### src/rtl/hex_display_pkg.sv
// Shared constants and types for the hexadecimal 7-segment display driver.
// Segment bit order is a (MSB) through g (LSB); patterns are stored active-low.
package hex_display_pkg;

  localparam int SEG_WIDTH = 7;

  typedef logic [SEG_WIDTH-1:0] seg_t;

  localparam seg_t SEG_BLANK = 7'b1111111;

  // Index n holds the active-low pattern for nibble n (listed F down to 0).
  localparam logic [15:0][SEG_WIDTH-1:0] SEG_HEX = {
    7'b0111000,  // F
    7'b0110000,  // E
    7'b1000010,  // d
    7'b0110001,  // C
    7'b1100000,  // b
    7'b0001000,  // A
    7'b0000100,  // 9
    7'b0000000,  // 8
    7'b0001111,  // 7
    7'b0100000,  // 6
    7'b0100100,  // 5
    7'b1001100,  // 4
    7'b0000110,  // 3
    7'b0010010,  // 2
    7'b1001111,  // 1
    7'b0000001   // 0
  };

  function automatic seg_t seg_lookup(input logic [3:0] nibble);
    return SEG_HEX[nibble];
  endfunction

endpackage

### src/rtl/hex_digit_encoder.sv
// Combinational nibble to 7-segment encoder.
// Output polarity follows ACTIVE_LOW.
module hex_digit_encoder
  import hex_display_pkg::*;
#(
  parameter bit ACTIVE_LOW = 1'b1
) (
  input  logic [3:0]           nibble,
  output logic [SEG_WIDTH-1:0] segs
);

  seg_t pattern_al;

  always_comb begin
    pattern_al = seg_lookup(nibble);
    segs       = ACTIVE_LOW ? pattern_al : ~pattern_al;
  end

endmodule

### src/rtl/hex_display_driver.sv
// Multi-digit hex display driver: latches a packed value, encodes each digit,
// applies leading-zero and blink blanking, and registers the segment outputs.
module hex_display_driver
  import hex_display_pkg::*;
#(
  parameter int NUM_DIGITS = 4,
  parameter int BLINK_DIV  = 25_000_000,
  parameter bit ACTIVE_LOW = 1'b1
) (
  input  logic                            Clk,
  input  logic                            Reset,
  input  logic                            Load,
  input  logic [4*NUM_DIGITS-1:0]         Value,
  input  logic                            BlankLZ,
  input  logic [NUM_DIGITS-1:0]           BlinkMask,
  output logic [SEG_WIDTH*NUM_DIGITS-1:0] Segs,
  output logic                            BlinkPhase
);

  localparam int CNT_W = (BLINK_DIV > 1) ? $clog2(BLINK_DIV) : 1;
  localparam logic [CNT_W-1:0] CNT_LAST = CNT_W'(BLINK_DIV - 1);
  localparam logic [SEG_WIDTH-1:0] BLANK_PAT = ACTIVE_LOW ? SEG_BLANK : ~SEG_BLANK;

  logic [4*NUM_DIGITS-1:0]         latch_q, latch_d;
  logic [CNT_W-1:0]                cnt_q, cnt_d;
  logic                            phase_q, phase_d;
  logic [SEG_WIDTH*NUM_DIGITS-1:0] segs_q, segs_d;

  logic                            wrap;
  logic [SEG_WIDTH-1:0]            enc [NUM_DIGITS];
  logic [NUM_DIGITS-1:0]           all_zero;
  logic [NUM_DIGITS-1:0]           blank;

  always_comb begin
    latch_d = Load ? Value : latch_q;
  end

  always_comb begin
    wrap    = (cnt_q == CNT_LAST);
    cnt_d   = wrap ? '0 : cnt_q + CNT_W'(1);
    phase_d = phase_q ^ wrap;
  end

  for (genvar g = 0; g < NUM_DIGITS; g++) begin : g_enc
    hex_digit_encoder #(
      .ACTIVE_LOW(ACTIVE_LOW)
    ) u_enc (
      .nibble(latch_q[4*g +: 4]),
      .segs  (enc[g])
    );
  end

  // Walk from the most significant digit down, tracking "everything above and
  // including this digit is zero"; digit 0 is exempt so a zero value still shows.
  always_comb begin
    logic run;
    run      = 1'b1;
    all_zero = '0;
    for (int i = NUM_DIGITS - 1; i >= 0; i--) begin
      run         = run & (latch_q[4*i +: 4] == 4'h0);
      all_zero[i] = run;
    end
  end

  always_comb begin
    blank = '0;
    for (int i = 0; i < NUM_DIGITS; i++) begin
      blank[i] = (phase_q & BlinkMask[i]) | (BlankLZ & all_zero[i] & (i != 0));
    end
  end

  always_comb begin
    segs_d = '0;
    for (int i = 0; i < NUM_DIGITS; i++) begin
      segs_d[SEG_WIDTH*i +: SEG_WIDTH] = blank[i] ? BLANK_PAT : enc[i];
    end
  end

  // Reset takes priority over Load and blanks every digit.
  always_ff @(posedge Clk) begin
    if (Reset) begin
      latch_q <= '0;
      cnt_q   <= '0;
      phase_q <= 1'b0;
      segs_q  <= {NUM_DIGITS{BLANK_PAT}};
    end else begin
      latch_q <= latch_d;
      cnt_q   <= cnt_d;
      phase_q <= phase_d;
      segs_q  <= segs_d;
    end
  end

  assign Segs       = segs_q;
  assign BlinkPhase = phase_q;

endmodule

### config.mk
export PLATFORM = sky130hd
export DESIGN_NAME = hex_display_driver
export DESIGN_NICKNAME = d
export VERILOG_FILES = /design/src/rtl/hex_display_pkg.sv /design/src/rtl/hex_digit_encoder.sv /design/src/rtl/hex_display_driver.sv
export SDC_FILE = /design/constraint.sdc
export NUM_CORES = 1
export LEC_CHECK = 0
export CORE_ASPECT_RATIO = 2
export CORE_MARGIN = 10
export CORE_UTILIZATION = 49
export CTS_CLUSTER_DIAMETER = 50
export DETAILED_ROUTE_END_ITERATION = 10
export PLACE_DENSITY = 0.73
export REMOVE_ABC_BUFFERS = 1
export SLEW_MARGIN = 10
export SYNTH_ARGS = -nofsm -noshare
export SYNTH_HDL_FRONTEND = slang
export SYNTH_HIERARCHICAL = 1
export SYNTH_SLANG_ARGS = --single-unit
### constraint.sdc
create_clock -name Clk -period 1.8 [get_ports Clk]
set_clock_uncertainty 0.05 [all_clocks]
set_input_delay 0.27 -clock Clk [delete_from_list [all_inputs] [get_ports Clk]]
set_output_delay 0.27 -clock Clk [all_outputs]
set_load 0.005 [all_outputs]
==> metrics.log <==
[metrics] run status: complete, no violations
[metrics] slew at the pin closest to its max-slew limit: 417 ps
[metrics] largest incremental delay on the critical path: 440 ps
[metrics] total negative slack for setup checks: 0 ps
[metrics] startpoint of the most critical hold path: cnt_q[0]
[metrics] adder and majority cell fraction of the synthesized area: 0.0982
[metrics] synthesis-to-finish area growth: 28.1%
[metrics] overall die width: 81.4 um
[metrics] worst rel slew slack: 0.719
[metrics] count of pins over their slew limit: 0
[metrics] Bufs on Longest Clock Path: 2
[metrics] number of global-route vias before repair: 2953
[metrics] Most Used Layer, Global Route: met2
[metrics] die footprint: 11600 sq um
[metrics] WL final: 8140 um
[metrics] wire length per cell: 14.6 um
[metrics] critical path depth in cells: 5
[metrics] placed cells: 541
[metrics] simple-gate portion of the synthesized area: 0.216
[metrics] cell type group with the largest total delay on the critical path: multiplexers
[metrics] post-route clock period utilization: 0.938
[metrics] Avg Vias per Cell: 5.34
[metrics] most frequent cell on the critical path: inv_1
[metrics] first-pass GRT wire length: 13300 um
[metrics] post-CTS repair timing setup buffer count: 0
[metrics] routing usage on met2: 0.283
[metrics] antenna diode count: 0
[metrics] startpoint-to-endpoint class of the critical path: reg -> reg
[metrics] Post-synth EDFFs: 0
[metrics] Tot Pwr: 3900 uW
[metrics] count of vias placed by the detailed router: 2967
[metrics] #FFs+latches synth: 70
[metrics] GR Util met3: 0.0403
[metrics] total core area: 7320 sq um
[metrics] DP Worst Slack: 66.6 ps
[metrics] height of the die: 143 um
[metrics] endpoint class of the critical path: flip-flop
[metrics] r2r worst-path depth: 5
[metrics] source-to-sink clock delay at the later pin of the worst-skew pair: 330 ps
[metrics] cells along the critical path: inv_1 -> ha_1 -> inv_1 -> mux4_2 -> or2_2
[metrics] max-cap check violation count: 0
[metrics] most area-consuming cells after synthesis: dfxtp_1 38%, mux2i_1 11%, ha_1 9.8%
[metrics] fin util: 0.646
[metrics] unrepaired setup endpoints after global routing: no
[metrics] reg-to-reg setup timing slack: 110 ps
[metrics] static power due to leakage: 0.00191 uW
[metrics] endpoint of the worst-slack reg-to-reg timing path: Segs[24]
[metrics] largest family of logic cells by synthesized area: simple AND/OR/NAND/NOR gates
[metrics] antenna-violating nets left: 0
[metrics] clock-pin slew reported for the worst setup and hold paths after clock tree synthesis: 50 ps
[metrics] sequential fraction of the synthesis area: 0.379
[metrics] Crit Path Max Fanout: 5
[metrics] depth of the CTS H-tree: 3
[metrics] multiplexer fraction of the synthesized cell area: 0.133
[metrics] top-area cell type share of the netlist area: 0.379
[metrics] fraction of layout instances using a drive strength above 1: 0.181
[metrics] initial core utilization: 0.504
[metrics] GRT Residual Overflow: 0
[metrics] complex-gate fraction of the synthesized area: 0.0976
[metrics] TritonCTS clock tree: yes
[metrics] Pwr per Cell Area: 824 nW/um^2
[metrics] number of DRC markers after the initial detailed-route iteration: 69
[metrics] first-pass detailed-route iteration total: 4
[metrics] min-delay worst type: reg -> reg
[metrics] count of endpoints failing hold in the final timing report: 0
[metrics] initial antenna violation count: 0
[metrics] cell with the biggest individual delay on the critical path: mux4_2
[metrics] root buffer cell: clkbuf_16
[metrics] Crit path arrival time: 1850 ps
[metrics] number of design rule violations left after detail routing: 0
[metrics] IO Port Bufs: 52
[metrics] number of CTS-inserted buffers: 9
[metrics] number of standard cells in the layout, taps in and fillers out: 556
[metrics] GRT Total Usage: 0.144
[metrics] total buffers and inverters traversed by the critical path: 2
[metrics] post-layout min period: 1690 ps
[metrics] dominant synthesized flop cell: dfxtp_1
[metrics] Finish-stage setup viols: 0
[metrics] reg2reg start: latch_q[13]
[metrics] Total Nets Final: 513
[metrics] last weighted congestion value of the routability-driven placer: 0.809
[metrics] standard-cell rows: 44
[metrics] most frequently used cell type in the post-synthesis netlist: dfxtp_1
[metrics] largest net degree at the start of global routing: 26
[metrics] global-route met1 utilization: 0.126
[metrics] most used standard cells in the synthesized netlist: 70 x dfxtp_1, 49 x nor2_1, 40 x mux2i_1, 29 x ha_1, 24 x a21oi_1
[metrics] maximum ir drop on the vdd rail: 0.510 mV
[metrics] async set-reset flop share out of synthesis: 0
[metrics] count of pins on the block boundary: 53
[metrics] biggest area consumer among synthesized cells: dfxtp_1
[metrics] synthesized area: 3690 sq um
[metrics] data required time at the worst endpoint: 1970 ps
[metrics] CP startpoint: latch_q[13]
[metrics] Setup WS post-layout: 112 ps
[metrics] Setup crit start kind: flip-flop
[metrics] number of instances in the synthesized netlist: 384
[metrics] Clock Sinks: 70
[metrics] count of warnings emitted by yosys: 6
[metrics] library cells used by synthesis: 42
[metrics] Highest Clock Rate: 592 MHz
[metrics] hold buffer count at cts: 0
[metrics] fraction of synthesized cell area in xor and xnor cells: 0.0237
[metrics] Mean Syn Cell Area: 9.62 sq um
[metrics] HPWL after detailed placement: 6230 um
[metrics] timing endpoint of the critical path: Segs[24]
[flip-flops by register name, summed over array words and instances, names as in the netlist]
signal	cells
Segs	28
BlinkPhase	1
cnt_q	25
latch_q	16
[worst min-delay path by stage]
| stage | end | slack [ps] | cells past startpoint |
|---|---|---|---|
| after floorplan | BlinkPhase | 290 | 1 |
| after global placement | cnt_q[0] | 370 | 1 |
| after detailed placement | cnt_q[0] | 380 | 1 |
| after CTS | cnt_q[0] | 390 | 1 |
| after global routing | cnt_q[0] | 420 | 1 |
| final | cnt_q[0] | 390 | 1 |
[cell type report]
type	instances	area, sq um
clock inverters	1	5.00
clock buffers	14	264
well taps	92	115
multi-input cells	280	2100
inverters	16	60.1
repair buffers	83	778
fillers	596	2590
flip-flops and latches	70	1410
[logic make-up (layout without fill, tap and decap cells)]
logic type / count (synthesis) / in the layout
xor+xnor: 10 / 10
buf+inv: 34 / 114
fa+ha+maj: 29 / 29
simple gates: 140 / 140
mux: 44 / 44
flops: 70 / 70
compound gates: 57 / 57
[what timing repair did]
action                                  4_1_cts  5_1_grt
hold endpoints to repair                      0        0
endpoints found under the setup margin        0       12
resized for setup                             0        7
[worst register-to-register path, delay by kind of cell (launching register included)]
kind | cells | cell delay (ps)
and+or+nand+nor | 1 | 300
muxes | 1 | 440
buffers and inverters | 2 | 140
adders and majority gates | 1 | 290
DFF | 1 | 360
[per-stage QoR]
step	cell area, sq um	hold WS (ps)
2_1_floorplan	3560	289
3_3_place_gp	4450	372
3_5_place_dp	4450	383
4_1_cts	4720	391
5_1_grt	4730	418
6_report	4730	387
[power breakdown]
part	switching (uW)	total, uW	internal (uW)
clock	599	1600	998
sequential	43.8	1690	1650
combinational	257	613	356
total	901	3900	3000
[routing by layer]
layer  part of all wire  vias up
li1                   -     1489
met1               0.35     1392
met2               0.56       68
met3              0.057       18
met4              0.025        0
met5                  0        -
[cells in the final DEF, fill, tap and decap left out, drive strengths merged, types with 9 or more instances in the layout]
cell type,n
a21oi,24
nor2,49
clkbuf,14
or2,21
o21ai,14
nand2,12
inv,16
o31ai,9
dfxtp,70
mux2i,40
clkdlybuf4s50,52
nand3,9
nand2b,15
buf,31
ha,29
Power figures use the tool's default switching activity.
